[src/rtl/uart_pkg.sv]
// Shared definitions for the UART transmit arbiter: FSM encoding,
// default sizing constants and the round-robin pointer helper.
package uart_pkg;

    localparam int BYTE_W          = 8;
    localparam int GRANT_W         = 3;
    localparam int CNT_W           = 16;
    localparam int DEFAULT_NUM_REQ = 4;
    localparam int DEFAULT_TIMEOUT = 255;

    typedef enum logic [1:0] {
        ST_IDLE = 2'd0,
        ST_SEND = 2'd1,
        ST_GAP  = 2'd2
    } arb_state_t;

    // Pointer to the requester after idx, wrapping at num_req.
    function automatic logic [GRANT_W-1:0] next_ptr(input logic [GRANT_W-1:0] idx,
                                                   input int num_req);
        if (int'(idx) >= num_req - 1) begin
            return '0;
        end
        return idx + 1'b1;
    endfunction

endpackage

[src/rtl/uart_tx_arbiter_rr_pick.sv]
// Round-robin picker: returns the first asserted request at or after ptr,
// wrapping around to index 0. Purely combinational.
module rr_pick
    import uart_pkg::*;
#(
    parameter int NUM_REQ = DEFAULT_NUM_REQ
) (
    input  logic [NUM_REQ-1:0] req,
    input  logic [GRANT_W-1:0] ptr,
    output logic [GRANT_W-1:0] idx,
    output logic               found
);

    // Lower-than-ptr candidates are scanned first so any candidate at or
    // above ptr, found in the second pass, overrides them.
    always_comb begin
        idx   = '0;
        found = 1'b0;
        for (int i = NUM_REQ - 1; i >= 0; i--) begin
            if (req[i] && (GRANT_W'(i) < ptr)) begin
                idx   = GRANT_W'(i);
                found = 1'b1;
            end
        end
        for (int i = NUM_REQ - 1; i >= 0; i--) begin
            if (req[i] && (GRANT_W'(i) >= ptr)) begin
                idx   = GRANT_W'(i);
                found = 1'b1;
            end
        end
    end

endmodule

[src/rtl/uart_tx_arbiter.sv]
// Arbitrates several byte-stream requesters onto one uart_tx_buffer write
// port. A granted requester owns the port for a whole message (until its
// last byte) or until it goes idle for TIMEOUT cycles; bytes leave at most
// one every two cycles as a registered single-cycle strobe.
module uart_tx_arbiter
    import uart_pkg::*;
#(
    parameter int NUM_REQ = DEFAULT_NUM_REQ,
    parameter int TIMEOUT = DEFAULT_TIMEOUT
) (
    input  logic                      clk,
    input  logic                      rst,
    input  logic [NUM_REQ-1:0]        reqValid,
    input  logic [BYTE_W*NUM_REQ-1:0] reqData,
    input  logic [NUM_REQ-1:0]        reqLast,
    output logic [NUM_REQ-1:0]        reqReady,
    input  logic                      bufFull,
    output logic [BYTE_W-1:0]         data,
    output logic                      dataReady,
    output logic [GRANT_W-1:0]        grantId,
    output logic                      busy
);

    localparam logic [CNT_W:0] TIMEOUT_LIM = TIMEOUT[CNT_W:0];

    arb_state_t         state_q, state_d;
    logic [GRANT_W-1:0] grant_q, grant_d;
    logic [GRANT_W-1:0] rr_ptr_q, rr_ptr_d;
    logic [CNT_W-1:0]   idle_cnt_q, idle_cnt_d;
    logic [BYTE_W-1:0]  data_q, data_d;
    logic               data_ready_q, data_ready_d;
    logic               last_q, last_d;
    logic               busy_q, busy_d;

    logic [NUM_REQ-1:0] grant_oh;
    logic [BYTE_W-1:0]  sel_data;
    logic               sel_valid;
    logic               sel_last;
    logic               handshake;
    logic [CNT_W:0]     cnt_inc;
    logic [GRANT_W-1:0] pick_idx;
    logic               pick_found;

    rr_pick #(
        .NUM_REQ(NUM_REQ)
    ) u_pick (
        .req  (reqValid),
        .ptr  (rr_ptr_q),
        .idx  (pick_idx),
        .found(pick_found)
    );

    // Decode the current owner into a one-hot mask and mux out its byte.
    always_comb begin
        grant_oh = '0;
        sel_data = '0;
        for (int i = 0; i < NUM_REQ; i++) begin
            grant_oh[i] = (grant_q == GRANT_W'(i));
            if (grant_q == GRANT_W'(i)) begin
                sel_data = reqData[BYTE_W*i +: BYTE_W];
            end
        end
    end

    assign sel_valid = |(reqValid & grant_oh);
    assign sel_last  = |(reqLast & grant_oh);
    assign handshake = (state_q == ST_SEND) && sel_valid && !bufFull;
    assign cnt_inc   = {1'b0, idle_cnt_q} + {{CNT_W{1'b0}}, 1'b1};
    assign reqReady  = ((state_q == ST_SEND) && !bufFull) ? (reqValid & grant_oh) : '0;

    // Next-state logic; the strobe defaults low so it can only last one cycle.
    always_comb begin
        state_d      = state_q;
        grant_d      = grant_q;
        rr_ptr_d     = rr_ptr_q;
        idle_cnt_d   = idle_cnt_q;
        data_d       = data_q;
        data_ready_d = 1'b0;
        last_d       = last_q;
        busy_d       = busy_q;
        unique case (state_q)
            ST_IDLE: begin
                if (pick_found) begin
                    state_d    = ST_SEND;
                    grant_d    = pick_idx;
                    busy_d     = 1'b1;
                    idle_cnt_d = '0;
                end
            end
            ST_SEND: begin
                if (handshake) begin
                    data_d       = sel_data;
                    data_ready_d = 1'b1;
                    last_d       = sel_last;
                    idle_cnt_d   = '0;
                    state_d      = ST_GAP;
                end else if (!bufFull) begin
                    if (cnt_inc >= TIMEOUT_LIM) begin
                        state_d    = ST_IDLE;
                        busy_d     = 1'b0;
                        idle_cnt_d = '0;
                        rr_ptr_d   = next_ptr(grant_q, NUM_REQ);
                    end else begin
                        idle_cnt_d = cnt_inc[CNT_W-1:0];
                    end
                end
            end
            ST_GAP: begin
                if (last_q) begin
                    state_d  = ST_IDLE;
                    busy_d   = 1'b0;
                    rr_ptr_d = next_ptr(grant_q, NUM_REQ);
                end else begin
                    state_d = ST_SEND;
                end
            end
            default: begin
                state_d = ST_IDLE;
                busy_d  = 1'b0;
            end
        endcase
    end

    // State and registered outputs; reset abandons any message and pending strobe.
    always_ff @(posedge clk) begin
        if (rst) begin
            state_q      <= ST_IDLE;
            grant_q      <= '0;
            rr_ptr_q     <= '0;
            idle_cnt_q   <= '0;
            data_q       <= '0;
            data_ready_q <= 1'b0;
            last_q       <= 1'b0;
            busy_q       <= 1'b0;
        end else begin
            state_q      <= state_d;
            grant_q      <= grant_d;
            rr_ptr_q     <= rr_ptr_d;
            idle_cnt_q   <= idle_cnt_d;
            data_q       <= data_d;
            data_ready_q <= data_ready_d;
            last_q       <= last_d;
            busy_q       <= busy_d;
        end
    end

    assign data      = data_q;
    assign dataReady = data_ready_q;
    assign grantId   = grant_q;
    assign busy      = busy_q;

endmodule

[config.mk]
export PLATFORM = sky130hd
export DESIGN_NAME = uart_tx_arbiter
export DESIGN_NICKNAME = d
export VERILOG_FILES = /design/src/rtl/uart_pkg.sv /design/src/rtl/uart_tx_arbiter_rr_pick.sv /design/src/rtl/uart_tx_arbiter.sv
export SDC_FILE = /design/constraint.sdc
export NUM_CORES = 1
export LEC_CHECK = 0
export CAP_MARGIN = 0
export CORE_ASPECT_RATIO = 1.75
export CORE_MARGIN = 3
export CORE_UTILIZATION = 50
export CTS_CLUSTER_SIZE = 12
export DETAILED_ROUTE_END_ITERATION = 12
export MAX_ROUTING_LAYER = met4
export PLACE_DENSITY_LB_ADDON = 0.15
export REMOVE_ABC_BUFFERS = 1
export SLEW_MARGIN = 5
export SYNTH_ARGS = -nofsm -noshare
export SYNTH_HDL_FRONTEND = slang
export SYNTH_SLANG_ARGS = --single-unit
[constraint.sdc]
create_clock -name clk -period 4.75 [get_ports clk]
set_input_delay 0.95 -clock clk [delete_from_list [all_inputs] [get_ports clk]]
set_output_delay 0.95 -clock clk [all_outputs]
set_load 0.01 [all_outputs]
After elaboration in Yosys (flattened, before gate mapping). Cells that the tools add are included.

$add $sub $neg: 2. $lt $le $gt $ge: 10. Equal/unequal tests: 12. Mux-type cells: 54. Bitwise gates (word level): 3. Reductions and logical operators: 25.

Operators with widths (number): 2-to-1 mux 16 bit (4); 2-to-1 mux 8 bit (4); one-hot mux 16 bit (2 select lines) (1); 2-to-1 mux 2 bit (12); 2-to-1 mux 1 bit (22); 2-to-1 mux 3 bit (7); adder 16 x 1 -> 17 bit (second input constant) (1); >= comparator 17 x 8 -> 1 bit (second input constant) (1); logical AND 1 bit (11); AND reduction 5 bit (2); AND 4 bit (2); != test 2 bit (second input constant) (4); OR reduction 4 bit (2); == test 3 x 2 -> 1 bit (second input constant) (2); >= comparator 1 x 3 -> 1 bit (first input constant) (2); >= comparator 2 x 3 -> 1 bit (first input constant) (2); less-than comparator 1 x 3 -> 1 bit (first input constant) (2); less-than comparator 2 x 3 -> 1 bit (first input constant) (2); one-hot mux 2 bit (3 select lines) (1); one-hot mux 3 bit (2 select lines) (1); AND reduction 3 bit (2); 2-to-1 mux 4 bit (1); AND reduction 2 bit (2); nonzero test 2 bit (2); other kinds (14) (14).

Register bits after elaboration: 35. Word-level logic and storage cells: 114.

Depth between registers and ports, before layout. Gate-level depths: netlist of run 1.

Depth in word-level cells: 12. Depth in mapped cells: 11.

Hierarchy. A second synthesis of run 1 with hierarchy kept.

Cells, all modules: 271. Area total of the unflattened synthesis: 2187.1 µm².

Modules (own cells, without submodules): uart_tx_arbiter (times used 1, cells an instance 253, area each 2073.2 µm²); rr_pick (times used 1, cells an instance 18, area each 113.9 µm²).

Worst setup path before layout of run 1. Ideal clock, no wire load.

Path type: input -> output. Start point: input port bufFull. End point: output port reqReady[0]. Data arrival time: 1324 ps. Slack: 2476 ps. Stages: 3. Path buffers: 0. Cells stage by stage: inv_1 > nand2_1 > nor2_1.

Longest elaborated chain between the ends: 3.

RTL lines: from (decl) (RTL line uart_tx_arbiter.sv:17) `input logic bufFull,`; zero test 1 bit; logical AND 1 bit (RTL line uart_tx_arbiter.sv:69) `assign reqReady = ((state_q == ST_SEND) && !bufFull) ? (reqValid & grant_oh) : '0;`; 2-to-1 mux 4 bit (RTL line uart_tx_arbiter.sv:69); to (decl) (RTL line uart_tx_arbiter.sv:16) `output logic [NUM_REQ-1:0] reqReady,`.

Every way passes these cells.

Worst setup path after layout of run 1.
Start point: input port bufFull. End point: output port reqReady[2].

The elaborated chain is that of the path after synthesis.

==> results.toml, run 1 <==
[grt]
initial_antenna_violation_count = 0
via_count_of_the_first_global_routing_pass = 2070
grt_use_met2 = 0.402
grt-busiest-layer = "met2"
met1_usage = 0.246
largest_net_degree_at_the_start_of_global_routing = 27
grt_util_met3 = 0.0562
all_layer_gr_usage = 0.235
overflow = 0
global_route_wire_length_before_repair_mm = 8.69

[critical_path]
critical_path.startpoint_type = "input port"
worst_path_max_delay_cell = "sky130_fd_sc_hd__clkdlybuf4s50_1"
critPathRequiredTime_ns = 3.80
crit_chain = "clkdlybuf4s50_1, inv_1, nand2_1, nor2_1, clkdlybuf4s50_1"
critical-path-top-cell-by-count = "sky130_fd_sc_hd__clkdlybuf4s50_1"
timing.critical_path.to_type = "output port"
worstPathBufferInverterCount = 3
critical_path.max_stage_delay_ns = 0.55
critical_path_peak_fanout = 6
critPathTopFamily = "buffers and inverters"
crit_type = "in2out"
crit_arrival_ns = 2.37

[route]
drt-pass1-iter-count = 4
avgViaCountPerCell = 5.76
detail_route.wl_per_cell_um = 14.3
dr.first_iter.drc_count = 36
vias = 2121
wirelength_mm = 5.26
final_routed_drc_violation_total = 0
drtAntennaViolNets = 0

[placed_design]
place_hpwl_mm = 3.95
io_buffers = 58
routabilityCongestion = 0.857

[sta]
rsz0062_at_grt = "false"
post_route_clock_period_utilization = 0.700
max_clock_freq_ghz = 0.301
setup_viol = 0
hold_ws_ns = 0.465
final_worst_path_period_need_ns = 3.32
final_hold_viol_count = 0
maxSlewViolCount = 0
setup-tns-final_ns = 0
finalClockSkew_ns = 0.00410
timing.max_slew.rel_slack = 0.553
worstMarginPinSlew_ns = 0.660

[clock_network]
buffer_depth_of_the_longest_clock_path = 2
holdBufCountCts = 0
clk_lat_worst_skew_ns = 0.28
clk_pin_slew_worst_paths_ns = 0.07
tritoncts = "done"
h-tree-depth = 2
cts.root.buffer_cell = "sky130_fd_sc_hd__clkbuf_8"
numCtsBuffers = 5
number_of_setup_buffers_added_after_cts = 0
numClockSinks = 33
cts-resized-gates = 0

[floorplan]
fp.dieW_um = 54.2
rows = 30
floorplan.core_area_um2 = 3900
floorplan.die.height_um = 90.3
initial_core_util = 0.520
count_of_boundary_i_o_pins = 60
design.die.area_um2 = 4890

[synthesis]
netlist-cell-type-count = 49
syn_inst = 267
synthesis.yosys.warnings = 0
number_of_synthesized_register_bits = 33
post-synth-top-count-cell = "sky130_fd_sc_hd__nor2_1"
synth_area_um2 = 2030
ys.flop_type = "sky130_fd_sc_hd__dfxtp_1"
synth_async_sr_flop_share = 0
synth.top_cell.area_share = 0.325
syn_avg_cell_area_um2 = 7.61
synth-edff-count = 0
netlist.top_cell.by_area = "sky130_fd_sc_hd__dfxtp_1"
yosysSeqAreaShare = 0.325
ys_top_cells_by_area = "sky130_fd_sc_hd__dfxtp_1 33%, sky130_fd_sc_hd__nor2_1 6.5%, sky130_fd_sc_hd__a21oi_1 5.4%, sky130_fd_sc_hd__nand2_1 4.8%, sky130_fd_sc_hd__o21ai_0 4.4%"
commonest_cells_in_the_netlist = "35 x sky130_fd_sc_hd__nor2_1, 33 x sky130_fd_sc_hd__dfxtp_1, 26 x sky130_fd_sc_hd__nand2_1"

[power_and_ir_drop]
power_leakage_nw = 1.02
max-vdd-ir-drop_mv = 0.192
power_density_nw_per_um2 = 241

[job]
cap_viol_max_count = 0

[layout]
fillers = 334
fin_nets = 368
syn_to_final_growth_pct = 34.5
final_antenna_diode_count = 0
fraction_of_layout_instances_using_a_drive_strength_above_1 = 0.0531

[outcome]
outcome = "complete, no violations"

[hold_path]
worst_hold_path_class = "reg2reg"
-- logic make-up after synthesis --
family / Yosys count / share of synthesized area
other: 1 / 0.00185
and+or+nand+nor: 115 / 0.290
buffers and inverters: 24 / 0.0481
muxes: 3 / 0.0160
AOI/OAI and AO/OA: 84 / 0.278
xor gates and xnor gates: 1 / 0.00431
DFF: 33 / 0.325
adders and majority gates: 6 / 0.0370
-- report_power, final --
group          leakage, nW  internal (W)  switching, W
registers            0.268      0.000286    0.00000901
clock network       0.0542      0.000131      0.000103
logic                0.701     0.0000697     0.0000587
-- flip-flops by register name, indices dropped and copies added (netlist names) --
register,cells
idle_cnt_q,16
data,8
grantId,2
rr_ptr_q,2
state_q,2
busy,1
dataReady,1
last_q,1
-- stage by stage --
stage                     setup WS (ns)  power, W  cells  utilization  instance area [µm²]
after global placement             1.47  0.000426    360        0.674                 2630
final                              1.43  0.000657    368        0.700                 2730
after floorplan                    1.93  0.000359    252            -                 1970
after CTS                          1.42  0.000663    368        0.700                 2730
after detailed placement           1.44  0.000429    360        0.674                 2630
after global routing               1.36  0.000687    368        0.700                 2730
-- path summary, 6_finish.rpt --
check | start | endpoint | slack, ns | cells after the start
worst max-delay path | bufFull | reqReady[2] | 1.43 | 5
worst min register to register | busy | busy | 0.46 | 2
worst max register to register | idle_cnt_q[3] | idle_cnt_q[5] | 1.95 | 7
worst min-delay path | busy | busy | 0.46 | 2
-- placed cells by master, fill, tap and decap left out, types with 3 or more instances in the layout --
master and count:
sky130_fd_sc_hd__and2_1 7, sky130_fd_sc_hd__a21oi_1 22, sky130_fd_sc_hd__or3_1 5, sky130_fd_sc_hd__a22o_1 6, sky130_fd_sc_hd__clkdlybuf4s50_1 58, sky130_fd_sc_hd__nand4_1 8
sky130_fd_sc_hd__o21ai_0 18, sky130_fd_sc_hd__a31oi_1 3, sky130_fd_sc_hd__clkbuf_8 7, sky130_fd_sc_hd__inv_1 9, sky130_fd_sc_hd__ha_1 6, sky130_fd_sc_hd__nor2b_1 6
sky130_fd_sc_hd__nor2_1 35, sky130_fd_sc_hd__nor3_1 8, sky130_fd_sc_hd__nand2_1 26, sky130_fd_sc_hd__dfxtp_1 33, sky130_fd_sc_hd__a22oi_1 10, sky130_fd_sc_hd__nand2b_1 3
sky130_fd_sc_hd__o211ai_1 11
-- area by class of cell --
class	instances	area [µm²]	area share
well taps	48	60.1	0.0220
clock buffers	7	96.3	0.0353
inverters	9	33.8	0.0124
repair buffers	60	596	0.218
clock inverters	1	5.00	0.00183
flip-flops and latches	33	661	0.242
multi-input cells	210	1280	0.469
-- worst reg2reg max path, cell delays in order (launching register included) --
cell and delay, ns:
sky130_fd_sc_hd__dfxtp_1 0.49, sky130_fd_sc_hd__nand3_1 0.26, sky130_fd_sc_hd__nor4_1 0.38, sky130_fd_sc_hd__mux2_2 0.40
sky130_fd_sc_hd__a221oi_4 0.31, sky130_fd_sc_hd__nand4_1 0.37, sky130_fd_sc_hd__nor2_2 0.33, sky130_fd_sc_hd__a22o_1 0.19
-- per-layer routing --
layer,vias to the layer above,routed length [µm]
met2,49,2840
met3,12,219
met1,978,2080
met4,0,108
li1,1082,-
met5,-,0
(Power assumes the default switching activity.)
==> run 2, diff against run 1 <==
- CORE_UTILIZATION: 50 -> 47
- clock period: 4.75 -> 3.3 ns (I/O delays scaled with it)
==> run 2 against run 1 <==
  * Die area rose by 5.8%
  * Setup slack got worse by 0.93 ns
  * Via count grew 0.24%
  * Largest cell class unchanged
  * Critical path type is now reg2out
==> results.toml, run 2 (same netlist as run 1, synthesis figures left out) <==
[critical_path]
crit_type = "reg2out"
timing.critical_path.to_type = "output port"
critPathRequiredTime_ns = 2.64
crit_arrival_ns = 2.14
crit_chain = "inv_1, ha_1, nand2_1, nor2_1, clkdlybuf4s50_1"
critical_path_peak_fanout = 18
critical_path.startpoint_type = "flip-flop"
critical_path.max_stage_delay_ns = 0.55
worst_path_max_delay_cell = "sky130_fd_sc_hd__clkdlybuf4s50_1"

[grt]
all_layer_gr_usage = 0.220
overflow = 0
global_route_wire_length_before_repair_mm = 8.98
largest_net_degree_at_the_start_of_global_routing = 20
via_count_of_the_first_global_routing_pass = 2111
initial_antenna_violation_count = 0

[job]
cap_viol_max_count = 0

[clock_network]
holdBufCountCts = 0
clk_pin_slew_worst_paths_ns = 0.07
numCtsBuffers = 5
buffer_depth_of_the_longest_clock_path = 2
cts-resized-gates = 0
h-tree-depth = 2
number_of_setup_buffers_added_after_cts = 0
tritoncts = "done"
numClockSinks = 33
cts.root.buffer_cell = "sky130_fd_sc_hd__clkbuf_8"
clk_lat_worst_skew_ns = 0.28

[route]
wirelength_mm = 5.35
drt-pass1-iter-count = 4
vias = 2126
dr.first_iter.drc_count = 55
final_routed_drc_violation_total = 0
drtAntennaViolNets = 0
avgViaCountPerCell = 5.73
detail_route.wl_per_cell_um = 14.4

[layout]
most-common-layout-cells = "58 x sky130_fd_sc_hd__clkdlybuf4s50_1, 35 x sky130_fd_sc_hd__nor2_1, 33 x sky130_fd_sc_hd__dfxtp_1"
stdcell_area_um2 = 2730
fin_nets = 370
syn_to_final_growth_pct = 34.6
final_util = 0.658
most_common_library_cell_in_the_layout_ignoring_fill_and_taps = "sky130_fd_sc_hd__clkdlybuf4s50_1"
fillers = 370
max_ffs_per_register = 16
fraction_of_layout_instances_using_a_drive_strength_above_1 = 0.0590
final_antenna_diode_count = 0
registers.top_by_ff_count = "idle_cnt_q"

[sta]
timing.max_slew.rel_slack = 0.586
setup-tns-final_ns = 0
final_hold_viol_count = 0
hold_ws_ns = 0.487
post_route_clock_period_utilization = 0.849
setup_viol = 0
rsz0062_at_grt = "false"
worstMarginPinSlew_ns = 0.612
final_worst_path_period_need_ns = 2.80
maxSlewViolCount = 0
finalClockSkew_ns = 0.00501
max_clock_freq_ghz = 0.357

[power_and_ir_drop]
power.net_switching_w = 0.000257
sequential_power_share = 0.463
power_density_nw_per_um2 = 335
power.combinational.fraction = 0.205
intPower_w = 0.000659
clock_power_share = 0.332
max-vdd-ir-drop_mv = 0.216
power.share.switching = 0.281
power_leakage_nw = 1.02

[hold_path]
worst_hold_path_class = "reg2reg"

[placed_design]
place_hpwl_mm = 4.15
io_buffers = 58
routabilityCongestion = 0.848
post_place_instance_area_um2 = 2650

[floorplan]
design.die.area_um2 = 5180
rows = 31
initial_core_util = 0.489
floorplan.die.height_um = 93.0
fp.dieW_um = 55.7
floorplan.core_area_um2 = 4150
count_of_boundary_i_o_pins = 60

[outcome]
outcome = "complete, no violations"
[run 2: cell count changes in the layout (fill, tap and decap cells not counted), sizes merged]
cell | before | now
clkinv | 1 | 2
buf | 2 | 4
clkinvlp | 0 | 1
clkbuf | 7 | 5
[run 2: final cells by class]
type / count / area (µm²) / share of cell area
flip-flops and latches: 33 / 661 / 0.242
multi-input cells: 210 / 1280 / 0.468
repair buffers: 62 / 611 / 0.223
inverters: 9 / 33.8 / 0.0124
well taps: 49 / 61.3 / 0.0224
clock inverters: 3 / 17.5 / 0.00641
clock buffers: 5 / 68.8 / 0.0252
[run 2: worst paths after layout]
path	startpoint	slack (ns)	endpoint	cells after the start
setup / recovery	grantId[0]	0.50	reqReady[2]	5
hold reg to reg	busy	0.49	busy	2
hold / removal	busy	0.49	busy	2
setup reg to reg	idle_cnt_q[3]	0.67	idle_cnt_q[3]	7
[run 2: metrics by stage]
stage / instances / total power, W / worst slack (ns)
after floorplan: 252 / 0.000517 / 0.545
after global placement: 363 / 0.000617 / 0.590
after detailed placement: 363 / 0.000621 / 0.566
after CTS: 371 / 0.000921 / 0.473
after global routing: 371 / 0.000958 / 0.313
final: 371 / 0.000916 / 0.498
[run 2: worst max-delay path, delay by kind of cell, from the launching register on]
kind	cells	cell delay, ns
buffers and inverters	2	0.66
adders and majority gates	1	0.54
DFF	1	0.37
and+or+nand+nor	2	0.30
[run 2: power by group through the flow]
stage	Sequential [W]	Clock, W	Combinational, W
floorplan	0.000435	0	0.0000817
global placement	0.000433	0	0.000185
detailed placement	0.000433	0	0.000188
CTS	0.000425	0.000308	0.000188
global route	0.000427	0.000322	0.000209
finish	0.000424	0.000305	0.000187
[run 2: per-layer routing]
layer | GRT usage | routed length, µm
met5 | - | 0
met4 | 0.0852 | 100
met3 | 0.0335 | 256
met2 | 0.423 | 2900
met1 | 0.215 | 2090
